<file path="src/rtl/npc_defs.sv">
// npc_defs: definitions shared by the NPC load/store path.
//   - MEM_OP_* : decoder mem_op encodings that are legal (bits [1:0] give the
//                size, bit [2] selects zero-extension)
//   - lsu_state_e : 2-bit LSU state encoding
//   - op_legal / is_misaligned : decode helpers used by the LSU front end
// No ports (package).
package npc_defs;

    localparam logic [2:0] MEM_OP_LB  = 3'b000;
    localparam logic [2:0] MEM_OP_LH  = 3'b001;
    localparam logic [2:0] MEM_OP_LW  = 3'b010;
    localparam logic [2:0] MEM_OP_LBU = 3'b100;
    localparam logic [2:0] MEM_OP_LHU = 3'b101;

    typedef enum logic [1:0] {
        ST_IDLE = 2'd0,
        ST_REQ  = 2'd1,
        ST_RESP = 2'd2,
        ST_DONE = 2'd3
    } lsu_state_e;

    function automatic logic op_legal(input logic [2:0] op);
        case (op)
            MEM_OP_LB, MEM_OP_LH, MEM_OP_LW, MEM_OP_LBU, MEM_OP_LHU: return 1'b1;
            default: return 1'b0;
        endcase
    endfunction

    // Only meaningful for legal ops: half needs addr[0]=0, word needs addr[1:0]=0.
    function automatic logic is_misaligned(input logic [2:0] op, input logic [1:0] off);
        case (op[1:0])
            2'b01:   return off[0];
            2'b10:   return |off;
            default: return 1'b0;
        endcase
    endfunction

endpackage

</file>
<file path="src/rtl/lsu_align.sv">
// lsu_align: combinational lane steering for the LSU.
//   op_i       [2:0]  mem_op (size in [1:0], unsigned in [2])
//   off_i      [1:0]  byte offset within the word
//   rdata_i    [31:0] raw read word from the bus
//   wdata_i    [31:0] store data (rs2)
//   ld_data_o  [31:0] extracted and sign/zero-extended load data
//   st_wdata_o [31:0] store data shifted onto its byte lanes
//   st_wmask_o [3:0]  byte strobes for the store
// Offset bits below the access size are ignored (half uses off_i[1] only,
// word ignores the offset), which gives forced alignment for free.
module lsu_align
    import npc_defs::*;
(
    input  logic [2:0]  op_i,
    input  logic [1:0]  off_i,
    input  logic [31:0] rdata_i,
    input  logic [31:0] wdata_i,
    output logic [31:0] ld_data_o,
    output logic [31:0] st_wdata_o,
    output logic [3:0]  st_wmask_o
);

    logic [7:0]  byte_v;
    logic [15:0] half_v;

    always_comb begin
        byte_v = 8'(rdata_i >> {off_i, 3'b000});
        half_v = 16'(rdata_i >> {off_i[1], 4'b0000});
        case (op_i[1:0])
            2'b00:   ld_data_o = op_i[2] ? {24'b0, byte_v} : {{24{byte_v[7]}}, byte_v};
            2'b01:   ld_data_o = op_i[2] ? {16'b0, half_v} : {{16{half_v[15]}}, half_v};
            default: ld_data_o = rdata_i;
        endcase
    end

    always_comb begin
        case (op_i[1:0])
            2'b00: begin
                st_wmask_o = 4'b0001 << off_i;
                st_wdata_o = {24'b0, wdata_i[7:0]} << {off_i, 3'b000};
            end
            2'b01: begin
                st_wmask_o = 4'b0011 << {off_i[1], 1'b0};
                st_wdata_o = {16'b0, wdata_i[15:0]} << {off_i[1], 4'b0000};
            end
            default: begin
                st_wmask_o = 4'b1111;
                st_wdata_o = wdata_i;
            end
        endcase
    end

endmodule

</file>
<file path="src/rtl/lsu.sv">
// lsu: load/store unit of the NPC core. Accepts one instruction from EXU,
// runs at most one bus transaction for it, returns the result to WBU.
//   clk, rst_n                 clock, synchronous active-low reset
//   in_valid/in_ready          instruction handshake (addr, wdata, rd_en, wr_en, op)
//   out_valid/out_ready        result handshake (out_rdata, out_err)
//   mem_req_*                  request channel (addr, wen, wdata, wmask)
//   mem_resp_*                 response channel (rdata, err)
// Build option: LSU_MISALIGN_TRAP_EN -- when defined, misaligned half/word
// accesses fault without touching the bus; otherwise they are forced aligned.
//
// state   | meaning
// --------+----------------------------------------------------------
// ST_IDLE | ready for an instruction
// ST_REQ  | request presented, waiting for mem_req_ready
// ST_RESP | waiting for mem_resp_valid
// ST_DONE | result presented, waiting for out_ready
module lsu
    import npc_defs::*;
#(
    parameter int ADDR_W = 32,
    parameter int DATA_W = 32
) (
    input  logic              clk,
    input  logic              rst_n,
    input  logic              in_valid,
    output logic              in_ready,
    input  logic [ADDR_W-1:0] in_addr,
    input  logic [DATA_W-1:0] in_wdata,
    input  logic              in_rd_en,
    input  logic              in_wr_en,
    input  logic [2:0]        in_op,
    output logic              out_valid,
    input  logic              out_ready,
    output logic [DATA_W-1:0] out_rdata,
    output logic              out_err,
    output logic              mem_req_valid,
    input  logic              mem_req_ready,
    output logic [ADDR_W-1:0] mem_req_addr,
    output logic              mem_req_wen,
    output logic [DATA_W-1:0] mem_req_wdata,
    output logic [3:0]        mem_req_wmask,
    input  logic              mem_resp_valid,
    output logic              mem_resp_ready,
    input  logic [DATA_W-1:0] mem_resp_rdata,
    input  logic              mem_resp_err
);

    lsu_state_e        state_q;
    logic [ADDR_W-1:0] addr_q;
    logic [DATA_W-1:0] wdata_q;
    logic [2:0]        op_q;
    logic              wr_q;
    logic              in_ready_q;
    logic              req_valid_q;
    logic              resp_ready_q;
    logic              out_valid_q;
    logic [DATA_W-1:0] out_rdata_q;
    logic              out_err_q;

    logic [31:0]       ld_data;
    logic [31:0]       st_wdata;
    logic [3:0]        st_wmask;
    logic              misalign_trap;

`ifdef LSU_MISALIGN_TRAP_EN
    assign misalign_trap = is_misaligned(in_op, in_addr[1:0]);
`else
    assign misalign_trap = 1'b0;
`endif

    // Steering works off the registered instruction, so request fields stay
    // constant from REQ until the handshake and loads see the accepted op.
    lsu_align u_align (
        .op_i       (op_q),
        .off_i      (addr_q[1:0]),
        .rdata_i    (mem_resp_rdata),
        .wdata_i    (wdata_q),
        .ld_data_o  (ld_data),
        .st_wdata_o (st_wdata),
        .st_wmask_o (st_wmask)
    );

    always_ff @(posedge clk) begin
        if (!rst_n) begin
            state_q      <= ST_IDLE;
            addr_q       <= '0;
            wdata_q      <= '0;
            op_q         <= '0;
            wr_q         <= 1'b0;
            in_ready_q   <= 1'b1;
            req_valid_q  <= 1'b0;
            resp_ready_q <= 1'b0;
            out_valid_q  <= 1'b0;
            out_rdata_q  <= '0;
            out_err_q    <= 1'b0;
        end else begin
            case (state_q)
                ST_IDLE: begin
                    if (in_valid) begin
                        addr_q     <= in_addr;
                        wdata_q    <= in_wdata;
                        op_q       <= in_op;
                        wr_q       <= in_wr_en;
                        in_ready_q <= 1'b0;
                        if (!in_rd_en && !in_wr_en) begin
                            state_q     <= ST_DONE;
                            out_valid_q <= 1'b1;
                            out_rdata_q <= '0;
                            out_err_q   <= 1'b0;
                        end else if ((in_rd_en && in_wr_en) || !op_legal(in_op) || misalign_trap) begin
                            state_q     <= ST_DONE;
                            out_valid_q <= 1'b1;
                            out_rdata_q <= '0;
                            out_err_q   <= 1'b1;
                        end else begin
                            state_q     <= ST_REQ;
                            req_valid_q <= 1'b1;
                        end
                    end
                end
                ST_REQ: begin
                    if (mem_req_ready) begin
                        state_q      <= ST_RESP;
                        req_valid_q  <= 1'b0;
                        resp_ready_q <= 1'b1;
                    end
                end
                ST_RESP: begin
                    if (mem_resp_valid) begin
                        state_q      <= ST_DONE;
                        resp_ready_q <= 1'b0;
                        out_valid_q  <= 1'b1;
                        out_rdata_q  <= wr_q ? '0 : ld_data;
                        out_err_q    <= mem_resp_err;
                    end
                end
                ST_DONE: begin
                    if (out_ready) begin
                        state_q     <= ST_IDLE;
                        out_valid_q <= 1'b0;
                        in_ready_q  <= 1'b1;
                    end
                end
                default: state_q <= ST_IDLE;
            endcase
        end
    end

    assign in_ready       = in_ready_q;
    assign out_valid      = out_valid_q;
    assign out_rdata      = out_rdata_q;
    assign out_err        = out_err_q;
    assign mem_req_valid  = req_valid_q;
    assign mem_req_addr   = {addr_q[ADDR_W-1:2], 2'b00};
    assign mem_req_wen    = wr_q;
    assign mem_req_wdata  = st_wdata;
    assign mem_req_wmask  = wr_q ? st_wmask : 4'b0000;
    assign mem_resp_ready = resp_ready_q;

endmodule

</file>
<file path="config.mk">
export PLATFORM = sky130hd
export DESIGN_NAME = lsu
export DESIGN_NICKNAME = d
export VERILOG_FILES = /design/src/rtl/npc_defs.sv /design/src/rtl/lsu_align.sv /design/src/rtl/lsu.sv
export SDC_FILE = /design/constraint.sdc
export NUM_CORES = 1
export LEC_CHECK = 0
export BUFFER_PORTS_ARGS = -buffer_cell sky130_fd_sc_hd__buf_2
export CAP_MARGIN = 20
export CORE_UTILIZATION = 45
export DETAILED_ROUTE_END_ITERATION = 16
export PLACE_DENSITY_LB_ADDON = 0.2
export SYNTH_ARGS = -nofsm -noshare
export SYNTH_HDL_FRONTEND = slang
export SYNTH_SLANG_ARGS = --single-unit
</file>
<file path="constraint.sdc">
create_clock -name clk -period 4.15 [get_ports clk]
set_input_delay 0.2075 -clock clk [delete_from_list [all_inputs] [get_ports clk]]
set_output_delay 0.2075 -clock clk [all_outputs]
set_load 0.05 [all_outputs]
</file>
Word-level counts from Yosys, hierarchy flattened
Cells that the tools add are included.
- bits in registers: 107
- word-level logic and storage cells: 99
- output and inout bits: 106
- input bits: 108
- shift operators: 6
- reduce and logical (&&, ||, !) cells: 22
- equality and inequality tests: 15
- multiplexer cells: 45
- operators with widths (cell ; number):
    two-way mux 32 bit ; 7
    case mux 32 bit (2 select lines) ; 3
    left shift 16 x 5 -> 32 bit ; 1
    left shift 8 x 5 -> 32 bit ; 1
    >> shifter 32 x 5 -> 16 bit ; 1
    >> shifter 32 x 5 -> 8 bit ; 1
    two-way mux 1 bit ; 21
    two-way mux 2 bit ; 6
    != test 2 bit (second input constant) ; 6
    AND reduction 5 bit ; 2
    case mux 1 bit (2 select lines) ; 4
    case mux 2 bit (4 select lines) ; 1
    case mux 4 bit (2 select lines) ; 1
    AND reduction 4 bit ; 2
    nonzero test 2 bit ; 4
    equality test 3 bit (second input constant) ; 2
    AND reduction 3 bit ; 2
    OR reduction 5 bit ; 1
    equality test 2 x 1 -> 1 bit (second input constant) ; 2
    equality test 2 bit (second input constant) ; 2
    logical NOT 2 bit ; 2
    two-way mux 4 bit ; 1
    left shift 1 x 2 -> 4 bit (first input constant) ; 1
    left shift 2 x 2 -> 4 bit (first input constant) ; 1
    other kinds (10) ; 13

Depth between registers and ports, before layout
Gate-level depths: netlist of run 1.
- depth in word-level cells: 13
- mapped depth: 10
- depth with buffers taken out: 7

Cells and area by module
Synthesis of run 1 repeated with hierarchy kept, for this count alone.
- cells, all modules: 654
- area, all modules: 5350.1 um^2
- modules (own cells, without submodules) (module ; cells each ; sequential area each (um^2) ; instances ; area each (um^2)):
    lsu ; 458 ; 2142.1 ; 1 ; 4072.7
    lsu_align ; 196 ; 0.0 ; 1 ; 1277.5

Worst setup path before layout of run 1
OpenSTA, ideal clock, no wires.
- kind: register to output
- start: register addr_q[0]
- end: output port mem_req_wdata[10]
- stages on the path, launching flop included: 6
- setup slack: 2046 ps
- data arrival time: 1896 ps
- path buffers: 2
- path through: dfxtp_1 -> clkbuf_1 -> nand2b_1 -> clkbuf_1 -> nor3_1 -> a22o_1
- longest elaborated chain between the ends: 2
- ends and longest elaborated chain (item ; line ; source):
    from (decl) ; lsu.sv:49 ; logic [ADDR_W-1:0] addr_q;
    from (signal assigned) ; lsu.sv:100 ; addr_q <= in_addr;
    left shift 8 x 5 -> 32 bit ; lsu_align.sv:40 ; st_wdata_o = {24'b0, wdata_i[7:0]} << {off_i, 3'b000};
    case mux 32 bit (2 select lines) ; lsu_align.sv:37 ; case (op_i[1:0])
    to (decl) ; lsu.sv:40 ; output logic [DATA_W-1:0] mem_req_wdata,
Every way passes these cells.

Worst setup path after layout of run 1
- start: register op_q[0]
- end: output port mem_req_wdata[17]
- longest elaborated chain between the ends: 2
- elaborated cells on any way between the ends: 3
- those cells by class: eq/ne: 1; mux: 1; reduce/logical: 1
- ends and longest elaborated chain (item ; line ; source):
    from (decl) ; lsu.sv:51 ; logic [2:0] op_q;
    from (signal assigned) ; lsu.sv:102 ; op_q <= in_op;
    equality test 2 x 1 -> 1 bit or logical NOT 2 bit (tied branches) ; lsu_align.sv:37 ;
    case mux 32 bit (2 select lines) * ; lsu_align.sv:37 ;
Mark *: on every way between the ends. The rest lies on a longest branch, timed or not.

==> metrics.cfg, run 1 <==
[outcome]
status=complete, no violations

[clocking]
post-cts-setup-buffers=0
post_cts_resized=0
clkSlewWorstSetupHoldPaths_ns=0.07
cts_buffers=9
clk_latency_ns=0.34
root_buffer=clkbuf_16
cts_tree=built
h-tree-depth=3
cts_buffer_depth=2
cts_hold_buf=0
clkSinkCount=107

[floorplanning]
num_rows=39
die_area_um2=12070
coreArea_um2=11370
die_w_um=109.8
initial_core_util_pct=46.03
io_pins=214
fp.dieH_um=109.8

[hold_path]
worstHoldStart=in_addr[2]
hold_path_end=addr_q[2]$_SDFFE_PN0P_
whs_path_depth=3
hold_class=input pin to flop

[place]
dpl.hpwl_um=10330
gp_congestion=0.8221
io_buffers=211
place_area_um2=6062

[power_and_ir_drop]
power.switching_mw=1.652
intPower_mw=2.061
power_frac_seq_pct=36.7
vdd_drop_max_mv=0.3538
p_leak_nw=2.888
switching_share_pct=44.50
power.density_nw_per_um2=586.4
combPwrFrac_pct=42.1
clock_power_share_pct=21.1

[drt]
routed_wirelength_um=14210
vias_per_cell=5.253
drc=0
drt_iter0_markers=206
drtAntennaViolNets=0
vias=4843
dr.pass1.iters=4
routedWlPerCell_um=15.41

[setup_path]
rr_startpoint=state_q[0]$_SDFFE_PN0P_
crit_path_start_kind=flop
cp_max_fo=28
r2r_slack_ns=1.60
worstPathRequired_ns=3.94
rr_worst_depth=6
path_class=flop to output pin
cp.arrival_ns=3.00
cp-end-kind=output pin
reg2reg_to=out_rdata[18]$_SDFFE_PN0P_

[sta]
slew_headroom_pct=34.93
finalSetupTns_ns=0
post-route-min-period_ns=3.212
fin_skew_ns=0.004264
rsz0062_at_grt=false
setup_viol=0
fmax_mhz=311.3
hold_violations=0
worstMarginPinSlew_ns=0.9686
drv_slew=0
period_share_pct=77.40

[synth]
ys_ff_latch=107
synth-edff-count=0
yosysTopAreaCell=dfxtp_1
syn_inst=625
syn_avg_cell_area_um2=8.374
yosysTopAreaCellShare_pct=40.93
synth_ff_type=dfxtp_1
yosysUniqueCellTypes=47
async_reset_ff_share_pct=0
syn-cell-area_um2=5234
synth_area_leaders=dfxtp_1 (41%), nand2_1 (12%), a21boi_0 (10%)
ys_seq_area_share_pct=40.93
ys_warn_count=0

[grt]
grt_pass1_vias=4486
grt_first_pass_wirelength_um=21980
grt_start_max_net_pins=85
antenna_found_initial=0
grt_overflow=0
track_usage_pct=23.49

[layout]
drive_gt1_share_pct=32.22
final_common_cell=buf_2
diodes=0
nFillCells=1079
finalInstanceArea_um2=6332
nets=887
layout_common_cells=buf_2 (211), nand2_1 (169), dfxtp_1 (106)
syn2layout_area_growth_pct=20.99

[run]
drv_cap=0

## through the flow
stage                     hold slack [ns]  utilization, %  std cells  setup slack [ns]  power, mW
after floorplan                    0.3524               -        626             2.046      2.633
after global placement             0.4490           53.32        906             1.436      2.910
after detailed placement           0.4564           53.32        906             1.281      2.955
after CTS                         0.09752           55.69        922            0.8972      3.738
after global routing               0.1104           55.69        922            0.6161      3.949
final                              0.1078           55.69        922            0.9380      3.713
## worst max path at each step
stage	slack, ns	to	cells after the start	from
after floorplan	2.05	mem_req_wdata[10]	5	addr_q[0]$_SDFFE_PN0P_
after global placement	1.44	mem_req_wdata[22]	5	op_q[0]$_SDFFE_PN0P_
after detailed placement	1.28	mem_req_wdata[17]	5	op_q[0]$_SDFFE_PN0P_
after CTS	0.90	mem_req_wdata[17]	5	op_q[0]$_SDFFE_PN0P_
after global routing	0.62	mem_req_wdata[17]	5	op_q[0]$_SDFFE_PN0P_
final	0.94	mem_req_wdata[17]	5	op_q[0]$_SDFFE_PN0P_
## cell usage after synthesis (2+ instances only)
library cell / n
nand2_1: 170
o21ai_0: 10
nand3_1: 4
inv_1: 5
o221ai_1: 5
ha_1: 5
buf_2: 5
dfxtp_1: 107
nor3_1: 2
a22o_2: 4
buf_1: 3
a22o_1: 46
a32oi_1: 3
clkbuf_1: 35
o21a_1: 4
o22a_1: 7
nand2b_1: 20
nor2b_1: 11
buf_4: 32
nor2_1: 9
o22ai_1: 2
or3_1: 2
mux2i_1: 4
a21o_1: 2
a21oi_1: 15
mux2_2: 7
and2_1: 13
a21boi_0: 73
buf_6: 2
## routing by layer
| layer | up-vias | part of all wire [%] | track usage, % |
|---|---|---|---|
| met3 | 21 | 7.0 | 5.513 |
| met1 | 2253 | 44 | 29.78 |
| met2 | 171 | 47 | 38.62 |
| met4 | 0 | 1.8 | 8.667 |
| met5 | - | 0 | 0 |
| li1 | 2398 | - | - |
## sequential cells by signal, indices dropped and copies added, names as in the netlist
| register | count |
|---|---|
| mem_resp_ready | 1 |
| in_ready | 1 |
| out_rdata | 32 |
| mem_req_valid | 1 |
| state_q | 2 |
| mem_req_wen | 1 |
| addr_q | 32 |
| out_err | 1 |
| wdata_q | 32 |
| op_q | 3 |
| out_valid | 1 |
## logic make-up after synthesis
group                    share of synthesized area (%)
AND/OR/NAND/NOR                                  20.08
buffers and inverters                            8.869
AO/OA/AOI/OAI                                    26.42
flip-flops                                       40.93
other                                          0.07165
multiplexers                                     2.271
XOR/XNOR                                        0.1674
adder cells (fa/ha/maj)                          1.195
## power groups by stage
stage / sequential, mW / clock (mW) / combinational, mW
detailed placement: 1.38 / 0 / 1.57
CTS: 1.36 / 0.801 / 1.57
global route: 1.39 / 0.842 / 1.72
floorplan: 1.54 / 0 / 1.10
finish: 1.36 / 0.785 / 1.56
global placement: 1.38 / 0 / 1.53
## cell type report
cell class | instances | area (µm²) | share of cell area, %
clock inverter | 7 | 45.04 | 0.7113
tap | 143 | 178.9 | 2.826
clock buffer | 9 | 225.2 | 3.557
inverter | 5 | 18.77 | 0.2964
timing repair buffer | 215 | 1086 | 17.15
sequential | 107 | 2143 | 33.85
multi-input combinational | 436 | 2635 | 41.61
## critical path: stages (launching register included)
cell,delay [ns]
dfxtp_1,0.89
nand2b_1,0.46
nand2_1,0.24
nor2_1,0.59
a22o_1,0.22
buf_2,0.26
Note: power is estimated with default switching activity, not from simulation.
==> inputs of run 2 (changes only) <==
--- a/config.mk
+++ b/config.mk
@@ -5,9 +5,10 @@
 export SDC_FILE = /design/constraint.sdc
 export NUM_CORES = 1
 export LEC_CHECK = 0
+export ABC_AREA = 1
 export BUFFER_PORTS_ARGS = -buffer_cell sky130_fd_sc_hd__buf_2
 export CAP_MARGIN = 20
-export CORE_UTILIZATION = 45
+export CORE_UTILIZATION = 44
 export DETAILED_ROUTE_END_ITERATION = 16
 export PLACE_DENSITY_LB_ADDON = 0.2
 export SYNTH_ARGS = -nofsm -noshare
==> constraint.sdc (replaced) <==
create_clock -name clk -period 2.85 [get_ports clk]
set_input_delay 0.1425 -clock clk [delete_from_list [all_inputs] [get_ports clk]]
set_output_delay 0.1425 -clock clk [all_outputs]
set_load 0.05 [all_outputs]
==> run 2 against run 1 <==
Net effect: area after synthesis rose by 3.8%; critical endpoint is now mem_req_wdata[18]; largest power group unchanged; highest routed layer unchanged; worst hold slack got worse by 0.078 ns; sequential cell count did not move.
==> metrics.cfg, run 2 <==
[sta]
slew_headroom_pct=50.73  ; +16 points
setup_viol=0  ; unchanged
drv_slew=0  ; unchanged
worst_slack_ns=0.6166  ; -0.3215 ns
worstMarginPinSlew_ns=0.7383  ; -0.2303 ns
period_share_pct=78.37
hold_violations=0  ; unchanged
fmax_mhz=447.7
fin_skew_ns=0.004369  ; +0.0001041 ns
finalSetupTns_ns=0  ; unchanged
hold_ws_ns=0.02960  ; -0.07824 ns
rsz0062_at_grt=false
post-route-min-period_ns=2.233

[layout]
drive_gt1_share_pct=28.81  ; -3.4 points
finalInstanceArea_um2=6696  ; +5.7%
final_common_cell=nor2_1
diodes=0  ; unchanged
syn2layout_area_growth_pct=23.20
nets=1080  ; +22%
nFillCells=1256  ; +16%
layout_common_cells=nor2_1 (238), buf_2 (211), o21ai_0 (110)

[setup_path]
cpPeakStageDelay_ns=0.34  ; -0.55 ns
worstPathRequired_ns=2.71  ; -1.23 ns
cp.depth=7  ; +2
startpoint=addr_q[1]$_SDFFE_PN0P_
rr_worst_depth=11  ; +5
crit_path_start_kind=flop
cp.arrival_ns=2.09  ; -0.91 ns
cp_max_fo=15  ; -46%
slowest_stage=dfxtp_1
crit_family=buffers and inverters
critPathBufInv=4  ; +3
cp-end-kind=output pin
rr_startpoint=state_q[0]$_SDFFE_PN0P_
crit_chain=inv_2 > nor2_2 > inv_1 > nor2_1 > inv_1 > o21ai_0 > buf_2
crit_top_cell=inv_1
path_class=flop to output pin

[clocking]
clkSinkCount=107  ; unchanged
clk_latency_ns=0.35  ; about the same
cts_tree=built
post_cts_resized=0  ; unchanged
clkSlewWorstSetupHoldPaths_ns=0.07  ; about the same
cts_buffer_depth=2  ; unchanged
cts_buffers=9  ; unchanged
h-tree-depth=3  ; unchanged
post-cts-setup-buffers=0  ; unchanged
cts_hold_buf=0  ; unchanged
root_buffer=clkbuf_16

[hold_path]
hold_class=input pin to flop
whs_path_depth=3  ; unchanged
worstHoldStart=in_addr[9]

[floorplanning]
io_pins=214  ; unchanged
num_rows=40  ; +2.6%
fp.dieH_um=113.1  ; +3.0%
die_w_um=113.1  ; +3.0%
initial_core_util_pct=45.25  ; -0.78 points
die_area_um2=12800  ; +6.1%
coreArea_um2=12010  ; +5.6%

[synth]
yosysTopAreaCell=dfxtp_1
syn_avg_cell_area_um2=6.702  ; -20%
yosysTopAreaCellShare_pct=39.41  ; -1.5 points
yosysMostFrequentCell=nor2_1
ys_warn_count=0  ; unchanged
ys_seq_area_share_pct=39.41  ; -1.5 points
synth_ff_type=dfxtp_1
async_reset_ff_share_pct=0  ; unchanged
yosysUniqueCellTypes=34  ; -28%
syn-cell-area_um2=5435  ; +3.8%
synth-edff-count=0  ; unchanged
synth_area_leaders=dfxtp_1 (39%), nor2_1 (16%), o21ai_0 (10%)
ys_ff_latch=107  ; unchanged
ys_top_cells_by_count=nor2_1 (238), o21ai_0 (110), dfxtp_1 (107)
syn_inst=811  ; +30%

[run]
drv_cap=0  ; unchanged

[place]
place_ws_ns=0.7794  ; -0.5014 ns
place_area_um2=6339  ; +4.6%
io_buffers=211  ; unchanged
dpl.hpwl_um=11340  ; +9.8%
gp_congestion=0.9032  ; +9.9%

[drt]
vias=5481  ; +13%
routed_wirelength_um=15290  ; +7.7%
vias_per_cell=4.898  ; -6.8%
routedWlPerCell_um=13.67  ; -11%
drtAntennaViolNets=0  ; unchanged
drt_iter0_markers=251  ; +22%
drc=0  ; unchanged
dr.pass1.iters=4  ; unchanged

[outcome]
status=complete, no violations

[grt]
grt_start_max_net_pins=86  ; +1.2%
track_usage_pct=24.20  ; +0.72 points
antenna_found_initial=0  ; unchanged
gr-max-usage-layer=met2
grt_overflow=0  ; unchanged
grt_first_pass_wirelength_um=24160  ; +10%
grt_pass1_vias=4923  ; +9.7%
grt_use_met1_pct=29.75  ; -0.038 points
grt.met2_usage_pct=39.67  ; +1.1 points
grt_util_met3_pct=6.052  ; +0.54 points

[power_and_ir_drop]
vdd_drop_max_mv=0.6050  ; +71%
power.density_nw_per_um2=1034  ; +76%
p_leak_nw=3.148  ; +9.0%

## run 2: cell count changes in the layout (fill, tap and decap cells not counted), sizes merged, moves of 20 or more
cell	previous run	this run
inv	5	68
o21ai	10	112
a21boi	74	0
a21oi	15	36
a22o	50	0
nand4	1	23
nand2	170	92
nand2b	20	0
nor2	9	246
## run 2: stage by stage
| stage | instances | utilization (%) | power [mW] |
|---|---|---|---|
| after floorplan | 812 | - | 4.846 |
| after global placement | 1103 | 52.77 | 5.455 |
| after detailed placement | 1103 | 52.77 | 5.470 |
| after CTS | 1119 | 55.75 | 6.952 |
| after global routing | 1119 | 55.75 | 7.370 |
| final | 1119 | 55.75 | 6.924 |
## run 2: cells by family (layout without fill, tap and decap cells)
family / Yosys count / count (layout) / share of synthesized area, %
simple gates: 388 / 388 / 30.71
compound gates: 165 / 165 / 15.84
other cells: 1 / 2 / 0.06899
flops: 107 / 107 / 39.41
fa+ha+maj: 5 / 5 / 1.151
buf+inv: 145 / 305 / 12.82
## run 2: final cells by class
cell class / instances / area (µm²) / area share (%)
Multi-Input combinational cell: 560 / 2603 / 38.86
Sequential cell: 107 / 2142 / 31.99
Timing Repair Buffer: 222 / 1151 / 17.19
Inverter: 67 / 259.0 / 3.868
Clock buffer: 10 / 239.0 / 3.569
Tap cell: 147 / 183.9 / 2.747
Clock inverter: 6 / 118.9 / 1.775
## run 2: worst reg2reg max path, delay by kind of cell, from the launching register on
family	cells	cell delay, ns
simple gates	6	0.68
buf+inv	4	0.67
flops	1	0.39
fa+ha+maj	1	0.25
## run 2: path summary, 6_finish.rpt
path,to,slack [ns]
min,addr_q[9]$_SDFFE_PN0P_,0.03
min reg2reg,out_rdata[0]$_SDFFE_PN0P_,0.47
max,mem_req_wdata[18],0.62
max reg2reg,out_rdata[25]$_SDFFE_PN0P_,0.74
## run 2: routing by layer
layer	part of all wire, %	up-vias	wire length (µm)
li1	-	2857	-
met4	2.8	0	434
met1	42	2396	6491
met5	0	-	0
met2	47	197	7154
met3	7.9	31	1213
## run 2: power by group
| part | internal [mW] | switching [mW] | leakage, nW |
|---|---|---|---|
| logic | 0.844 | 2.56 | 2.09 |
| clock network | 0.894 | 0.592 | 0.175 |
| registers | 1.84 | 0.195 | 0.879 |
| total | 3.58 | 3.35 | 3.15 |
